## config.mk

```make
export PLATFORM = sky130hd
export DESIGN_NAME = cond_unit
export DESIGN_NICKNAME = d
export VERILOG_FILES = /design/src/rtl/cpu_pkg.sv /design/src/rtl/cond_check.sv /design/src/rtl/cond_unit.sv
export SDC_FILE = /design/constraint.sdc
export NUM_CORES = 1
export LEC_CHECK = 0
export BUFFER_PORTS_ARGS = -buffer_cell sky130_fd_sc_hd__buf_2
export CAP_MARGIN = 20
export CELL_PAD_IN_SITES_DETAIL_PLACEMENT = 1
export CELL_PAD_IN_SITES_GLOBAL_PLACEMENT = 2
export CORE_MARGIN = 3
export CORE_UTILIZATION = 18
export CTS_BUF_LIST = sky130_fd_sc_hd__clkbuf_16
export CTS_CLUSTER_DIAMETER = 50
export CTS_CLUSTER_SIZE = 30
export DETAILED_ROUTE_END_ITERATION = 8
export MAX_ROUTING_LAYER = met4
export PLACE_DENSITY = 0.83
export SKIP_LAST_GASP = 1
export SLEW_MARGIN = 20
export SYNTH_ARGS = -nofsm -noshare
export SYNTH_HDL_FRONTEND = slang
export SYNTH_HIERARCHICAL = 1
export SYNTH_SLANG_ARGS = --single-unit
```

## constraint.sdc

```tcl
create_clock -name clk -period 2.35 [get_ports clk]
set_input_delay 0.705 -clock clk [delete_from_list [all_inputs] [get_ports clk]]
set_output_delay 0.705 -clock clk [all_outputs]
set_load 0.02 [all_outputs]
```

## src/rtl/cpu_pkg.sv

```systemverilog
// Shared CPU definitions: condition-code encodings, flag bit positions and the
// packed flag type used by the ALU and the condition unit.
package cpu_pkg;

    localparam int unsigned FLAG_WIDTH = 4;
    localparam int unsigned COND_WIDTH = 4;

    // Bit positions inside a packed {N,Z,C,V} flag word
    localparam int unsigned FLAG_N = 3;
    localparam int unsigned FLAG_Z = 2;
    localparam int unsigned FLAG_C = 1;
    localparam int unsigned FLAG_V = 0;

    typedef logic [FLAG_WIDTH-1:0] flags_t;

    // Instruction condition field encodings, bits [31:28]
    localparam logic [COND_WIDTH-1:0] COND_EQ = 4'h0;
    localparam logic [COND_WIDTH-1:0] COND_NE = 4'h1;
    localparam logic [COND_WIDTH-1:0] COND_CS = 4'h2;
    localparam logic [COND_WIDTH-1:0] COND_CC = 4'h3;
    localparam logic [COND_WIDTH-1:0] COND_MI = 4'h4;
    localparam logic [COND_WIDTH-1:0] COND_PL = 4'h5;
    localparam logic [COND_WIDTH-1:0] COND_VS = 4'h6;
    localparam logic [COND_WIDTH-1:0] COND_VC = 4'h7;
    localparam logic [COND_WIDTH-1:0] COND_HI = 4'h8;
    localparam logic [COND_WIDTH-1:0] COND_LS = 4'h9;
    localparam logic [COND_WIDTH-1:0] COND_GE = 4'hA;
    localparam logic [COND_WIDTH-1:0] COND_LT = 4'hB;
    localparam logic [COND_WIDTH-1:0] COND_GT = 4'hC;
    localparam logic [COND_WIDTH-1:0] COND_LE = 4'hD;
    localparam logic [COND_WIDTH-1:0] COND_AL = 4'hE;
    localparam logic [COND_WIDTH-1:0] COND_NV = 4'hF;

endpackage

```

## src/rtl/cond_check.sv

```systemverilog
// Purely combinational condition evaluator: (Cond, Flags) -> CondEx.
// Ports:
//   Cond   in  4  instruction condition field
//   Flags  in  4  flag word {N,Z,C,V}
//   CondEx out 1  condition passed
module cond_check
    import cpu_pkg::*;
(
    input  logic [COND_WIDTH-1:0] Cond,
    input  flags_t                Flags,
    output logic                  CondEx
);

    logic n, z, c, v;

    assign n = Flags[FLAG_N];
    assign z = Flags[FLAG_Z];
    assign c = Flags[FLAG_C];
    assign v = Flags[FLAG_V];

    // Condition decode; the reserved NV encoding never passes
    always_comb begin
        CondEx = 1'b0;
        case (Cond)
            COND_EQ: CondEx = z;
            COND_NE: CondEx = ~z;
            COND_CS: CondEx = c;
            COND_CC: CondEx = ~c;
            COND_MI: CondEx = n;
            COND_PL: CondEx = ~n;
            COND_VS: CondEx = v;
            COND_VC: CondEx = ~v;
            COND_HI: CondEx = ~z & c;
            COND_LS: CondEx = z | ~c;
            COND_GE: CondEx = (n == v);
            COND_LT: CondEx = (n != v);
            COND_GT: CondEx = ~z & (n == v);
            COND_LE: CondEx = z | (n != v);
            COND_AL: CondEx = 1'b1;
            default: CondEx = 1'b0;
        endcase
    end

endmodule

```

## src/rtl/cond_unit.sv

```systemverilog
// Condition unit: holds the N/Z/C/V flag register, evaluates the condition
// field against the stored flags and gates the decoder's write enables.
// Optional macro COND_UNIT_SHADOW_EN adds a shadow flag register with
// SaveFlags/RestoreFlags for exception entry and return.
// Ports:
//   clk, reset_n            clock, synchronous active-low reset
//   Cond, ALUFlag, FlagW    condition field, ALU flags, flag-write request
//   PCS, RegW, MemW         ungated decoder write requests
//   Stall                   freezes all register updates
//   SaveFlags, RestoreFlags shadow control (macro build only)
//   CondEx, PCSrc, RegWrite, MemWrite  combinational pass/gated enables
//   Flags                   current flag register
module cond_unit
    import cpu_pkg::*;
#(
    parameter flags_t RESET_FLAGS = 4'b0000
) (
    input  logic                  clk,
    input  logic                  reset_n,
    input  logic [COND_WIDTH-1:0] Cond,
    input  flags_t                ALUFlag,
    input  logic [1:0]            FlagW,
    input  logic                  PCS,
    input  logic                  RegW,
    input  logic                  MemW,
    input  logic                  Stall,
`ifdef COND_UNIT_SHADOW_EN
    input  logic                  SaveFlags,
    input  logic                  RestoreFlags,
`endif
    output logic                  CondEx,
    output logic                  PCSrc,
    output logic                  RegWrite,
    output logic                  MemWrite,
    output flags_t                Flags
);

    logic [1:0] flag_write;
    flags_t     flags_next;

    // Evaluated on the stored flags only, so ALUFlag never reaches an output
    cond_check u_cond_check (
        .Cond   (Cond),
        .Flags  (Flags),
        .CondEx (CondEx)
    );

    assign PCSrc    = PCS  & CondEx;
    assign RegWrite = RegW & CondEx;
    assign MemWrite = MemW & CondEx;

    // A failing instruction must not touch the flags
    assign flag_write = FlagW & {2{CondEx}};

`ifdef COND_UNIT_SHADOW_EN
    flags_t shadow;
    flags_t shadow_next;
`endif

    // Next flag value: N,Z and C,V halves load independently; restore overrides
    always_comb begin
        flags_next = Flags;
        if (flag_write[1]) begin
            flags_next[FLAG_N] = ALUFlag[FLAG_N];
            flags_next[FLAG_Z] = ALUFlag[FLAG_Z];
        end
        if (flag_write[0]) begin
            flags_next[FLAG_C] = ALUFlag[FLAG_C];
            flags_next[FLAG_V] = ALUFlag[FLAG_V];
        end
`ifdef COND_UNIT_SHADOW_EN
        // Save captures the pre-edge flags, so save+restore is a swap
        shadow_next = shadow;
        if (SaveFlags) begin
            shadow_next = Flags;
        end
        if (RestoreFlags) begin
            flags_next = shadow;
        end
`endif
    end

    // Flag register (and shadow) with synchronous reset and stall hold
    always_ff @(posedge clk) begin
        if (!reset_n) begin
            Flags  <= RESET_FLAGS;
`ifdef COND_UNIT_SHADOW_EN
            shadow <= RESET_FLAGS;
`endif
        end else if (!Stall) begin
            Flags  <= flags_next;
`ifdef COND_UNIT_SHADOW_EN
            shadow <= shadow_next;
`endif
        end
    end

endmodule

```

======== After elaboration in Yosys (flattened, before gate mapping) ========
Cells that the tools add are included.
operators by class
  eq/ne operators ......................... 16
  bitwise logic cells ..................... 13
  multiplexer cells ....................... 1
  reductions and logical operators ........ 3
operators by type and width
  operator                                                                count
  4-bit equality test (second input constant)                             7
  4-bit by 3-bit equality test with 1-bit output (second input constant)  4
  1-bit case mux with 15 select lines                                     1
  4-bit by 2-bit equality test with 1-bit output (second input constant)  2
  1-bit bitwise AND                                                       5
  1-bit inverter                                                          5
  4-bit by 1-bit equality test with 1-bit output (second input constant)  1
  4-bit zero test                                                         1
  2-bit AND reduction                                                     2
  2-bit bitwise AND                                                       1
  1-bit bitwise OR                                                        2
  1-bit equality test                                                     1
  1-bit != test                                                           1
storage, ports and cells
  logic and storage cells ................. 35
  register bits after elaboration ......... 4

======== Logic depth before layout (Yosys ltp) ========
  depth after elaboration ................. 5
  gate-level depth with buffers ........... 7
  gate-level depth less buffers ........... 6

======== Cells and area by module ========
Netlist, hierarchy kept.
modules (own cells, without submodules)
  module      cells each  area each (µm²)  instances
  cond_check  28          193.9            1
  cond_unit   22          191.4            1

======== Worst setup path before layout ========
OpenSTA, ideal clock, no wires.
  path kind ............................... input to output
  start point ............................. input Cond[3]
  end point ............................... output PCSrc
  path slack .............................. -316 ps
  path buffers ............................ 1
  arrival ................................. 1961 ps
  cell stages on the path ................. 6
  data required time ...................... 1645 ps
  path through ............................ buf_2 -> or2b_1 -> o22ai_1 -> a211o_1 -> a211o_1 -> and2_1
between the ends
  longest elaborated chain between the ends .. 3
  elaborated cells between the ends (all ways) .. 17
  those cells by class .................... 14 x eq/ne; 1 x mux; 1 x bitwise; 1 x reduce/logical
RTL lines
  item                                               RTL line          source
  from (decl)                                        cond_unit.sv:20   input logic [COND_WIDTH-1:0] Cond,
  4-bit equality test, or another cell as far along  cond_check.sv:24  case (Cond)
  1-bit case mux with 15 select lines (*)            cond_check.sv:24
  via CondEx                                         cond_unit.sv:31   output logic CondEx,
  1-bit bitwise AND (*)                              cond_unit.sv:48   assign PCSrc = PCS & CondEx;
  to (decl)                                          cond_unit.sv:32   output logic PCSrc,
Mark *: on every way through the listed nets, which the timed path passes. The rest lies on a longest branch.

======== Worst setup path after layout ========
  start point ............................. input Cond[3]
  end point ............................... output PCSrc
between the ends
  longest elaborated chain between the ends .. 3
  elaborated cells between the ends (all ways) .. 17
  those cells by class .................... 14 x eq/ne; 1 x mux; 1 x bitwise; 1 x reduce/logical
RTL lines
  item                                               RTL line
  4-bit equality test, or another cell as far along  cond_check.sv:24
  1-bit case mux with 15 select lines (*)            cond_check.sv:24
  1-bit bitwise AND (*)                              cond_unit.sv:48
Mark *: on every way between the ends. The rest lies on a longest branch, timed or not.

==> results.txt <==
----------------------------------------------------
[Drt]
  Antenna-violating nets left ... 0
  Drt initial violations ... 2
  # DRC ... 0
  Routed length per placed instance ... around 12 microns
  Total wire length ... roughly 1400 microns
  Mean number of vias per cell ... 4.49
  Vias ... between 400 and 500
  Iteration count of the initial detailed-routing pass ... 4

[Global route]
  Global-route total usage across every layer ... 11.7%
  Aggregate global routing overflow ... 0
  Wire length of the first global-routing pass ... about 2300 microns
  Number of antenna violations at the first check in global routing ... 0
  Pin count of the biggest net entering global routing ... 9
  Via count of the first global-routing pass ... roughly 530

[Run status]
  Outcome ... finished, violations left
  Failing checks ... setup timing

[Place]
  Routability Congestion ... 0.717
  Number of I/O port buffers ... 23
  Detailed placer's ending HPWL ... around 1100 microns
  Total placed cells including tap cells ... approximately 110

[Floorplanning]
  Die outline area ... 2730 sq um
  Die height ... between 50 and 60 microns
  IO Count ... 24
  Core Footprint ... 2000 sq um
  Initial Utilization ... 19.3%
  Die outline width ... roughly 52 microns
  Number of placement rows ... 16

[STA]
  Tightest Pin Transition ... 254 ps
  Unrepaired setup endpoints after global routing ... yes
  Final hold violation count ... 0
  Worst clock skew ... just under 0.6 ps
  Number of max-slew violations in the final report ... 0
  Setup Total Neg Slack ... -1320 ps
  Headroom to the max-slew limit ... between 80% and 90%
  Number of endpoints failing setup at the final stage ... 4
  Final worst hold slack ... 525 ps
  Post-layout minimum cycle time ... approximately 2700 ps
  Fmax ... between 300 and 400 MHz
  Final worst path period share ... 115%
  Slack of the critical path ... -343 ps

[Pwr]
  Switching power summed over all nets ... roughly 0.11 mW
  Power density cells ... between 600 and 700 nW/um^2
  Switching power as a share of total power ... 22.7%
  Power share of the combinational group ... between 20 and 30%
  Largest voltage drop on the vdd net ... 0.537 mV
  Internal power consumption ... about 0.36 mW
  Share of total power in the clock network ... 56.8%
  Overall power consumption ... approximately 0.46 mW
  Static leakage power ... between 0.3 and 0.4 nW
  Power share of the sequential group ... between 10% and 20%

[Worst setup path]
  Category of the worst setup path capture point ... output pin
  Worst Path Arrival ... between 1500 and 2000 ps
  Type of the worst setup path ... input pin to output pin
  Data required time at the worst endpoint ... 1640 ps
  Critical path launch point type ... input pin
  Endpoint of the lowest-slack register-to-register path ... Flags[3]
  Top fanout value on the critical path ... 6
  Critical R2R Launch ... Flags[3]
  Worst reg2reg path depth ... 8
  Setup slack of the worst register-to-register path ... just under 300 ps

[Synth]
  Number of library cell types mapped by synthesis ... 24
  Flop and latch count out of synthesis ... 4
  Mapped Cells ... 50
  Portion of the post-synthesis area used by sequential elements ... a little over 20%
  Count of yosys warnings during synthesis ... 6
  Post-Syn Area per Cell ... roughly 7.7 sq um
  Syn Std Cell Area ... about 390 sq um
  Synthesized netlist net count ... 66

[Finish]
  Number of diodes added for antenna fixing ... 0
  Max FFs per register ... 4
  Most common cell after layout, fill and taps aside ... buf_2
  Net count reported at finish ... between 100 and 150
  Final cell count without fillers ... 110
  Share of post-route cells with drive strength above 1 ... between 50% and 60%
  Area delta synth->final ... 91.9%
  Highest-count cells in the layout ignoring fill and taps ... buf_2 (17), buf_4 (11), nand2_1 (10)
  Final core utilization ... roughly 37%
  Reg with most FFs ... Flags
  Leading registers by flop count ... Flags: 4 flops

[Clock tree]
  Worst skew pair latency ... around 220 ps
  Clock-pin slew of the registers on the worst-case setup and hold paths ... approximately 30 ps
  CTS tree ... yes
  Number of clock sinks ... 4
  Count of hold-fix buffers inserted at cts ... 0
  Master cell of the clock root buffer ... clkbuf_16
  Number of clock buffers inserted by TritonCTS ... 3
  H-tree depth reported by CTS ... 1
  Max Root-Sink Buffers ... 2

[Hold path]
  Cell count of the worst hold path ... 2
  Origin of the worst min-delay path ... Flags[2]
  Endpoint of the worst hold path ... Flags[2]
  Class of the most critical hold timing path ... flip-flop to flip-flop

[Job]
  Max Cap Viol ... 0

----------------------------------------------------
through the flow:
| stage | cell area, sq um | worst slack [ps] |
|---|---|---|
| after CTS | 734 | -346 |
| final | 739 | -343 |
| after global routing | 739 | -388 |
| after floorplan | 419 | -192 |
| after detailed placement | 603 | -439 |
| after global placement | 603 | -395 |
worst max-delay path, stage by stage:
cell and delay (ps):
buf_4 110, and3b_1 200, a221oi_2 70, a211o_1 250, a211o_4 360, and2_4 160, buf_6 120
repair_timing:
action                                 CTS  global route
endpoints found under the hold margin    0             0
setup endpoints to repair                4             4
setup buffers                            2             0
pin swaps                                6             1
resized for setup                       13             1
Yosys cell counts, drive strengths merged:
cell type | n | share of area, %
o211ai | 2 | 3.9
o22ai | 1 | 1.6
a22oi | 1 | 1.9
o31ai | 1 | 1.9
nor2b | 1 | 1.6
nor3 | 2 | 2.6
nand2b | 2 | 3.2
a211o | 2 | 4.5
xnor2 | 1 | 4.2
nand2 | 10 | 9.7
clkbuf | 2 | 2.3
xor2 | 1 | 2.3
or2b | 1 | 1.9
and3b | 3 | 6.8
nor2 | 2 | 1.9
nor3b | 1 | 1.9
a221oi | 1 | 2.3
a21oi | 3 | 3.9
dfxtp | 4 | 21
mux2 | 1 | 3.9
buf | 1 | 1.3
mux2i | 4 | 10
and2 | 3 | 4.9
how the worst max path moves through the flow:
stage,to,slack (ps),startpoint,depth (start not counted)
after global routing,PCSrc,-390,Cond[2],7
after CTS,PCSrc,-350,Cond[2],7
after detailed placement,MemWrite,-440,Cond[2],7
final,PCSrc,-340,Cond[3],7
after floorplan,MemWrite,-190,Cond[3],6
after global placement,MemWrite,-390,Cond[2],7
power by group through the flow:
stage / Combinational (mW) / Sequential [mW] / Clock (mW)
CTS: 0.125 / 0.0751 / 0.269
global placement: 0.102 / 0.0759 / 0
detailed placement: 0.106 / 0.0760 / 0
global route: 0.136 / 0.0757 / 0.276
floorplan: 0.0602 / 0.0805 / 0
finish: 0.125 / 0.0750 / 0.263
cells by family (layout without fill, tap and decap cells):
kind of cell | Yosys count | in the layout | synth area share (%)
simple gates | 25 | 25 | 34.7
xor+xnor | 2 | 2 | 6.50
flops | 4 | 4 | 20.8
mux | 5 | 5 | 14.3
compound gates | 11 | 11 | 20.1
buf+inv | 3 | 36 | 3.57
routing by layer:
metal | track usage [%] | share of wire, %
met1 | 12.8 | 42
met2 | 20.9 | 53
met3 | 0.855 | 4.9
met4 | 6.38 | 0
met5 | - | 0
cell type report:
cell class	count	area [sq um]
fill	244	1260
tap	27	33.8
timing repair buffer	33	228
multi-input combinational	43	323
sequential	4	80.1
clock buffer	3	75.1
No activity file was read; power rests on OpenSTA's default activity.
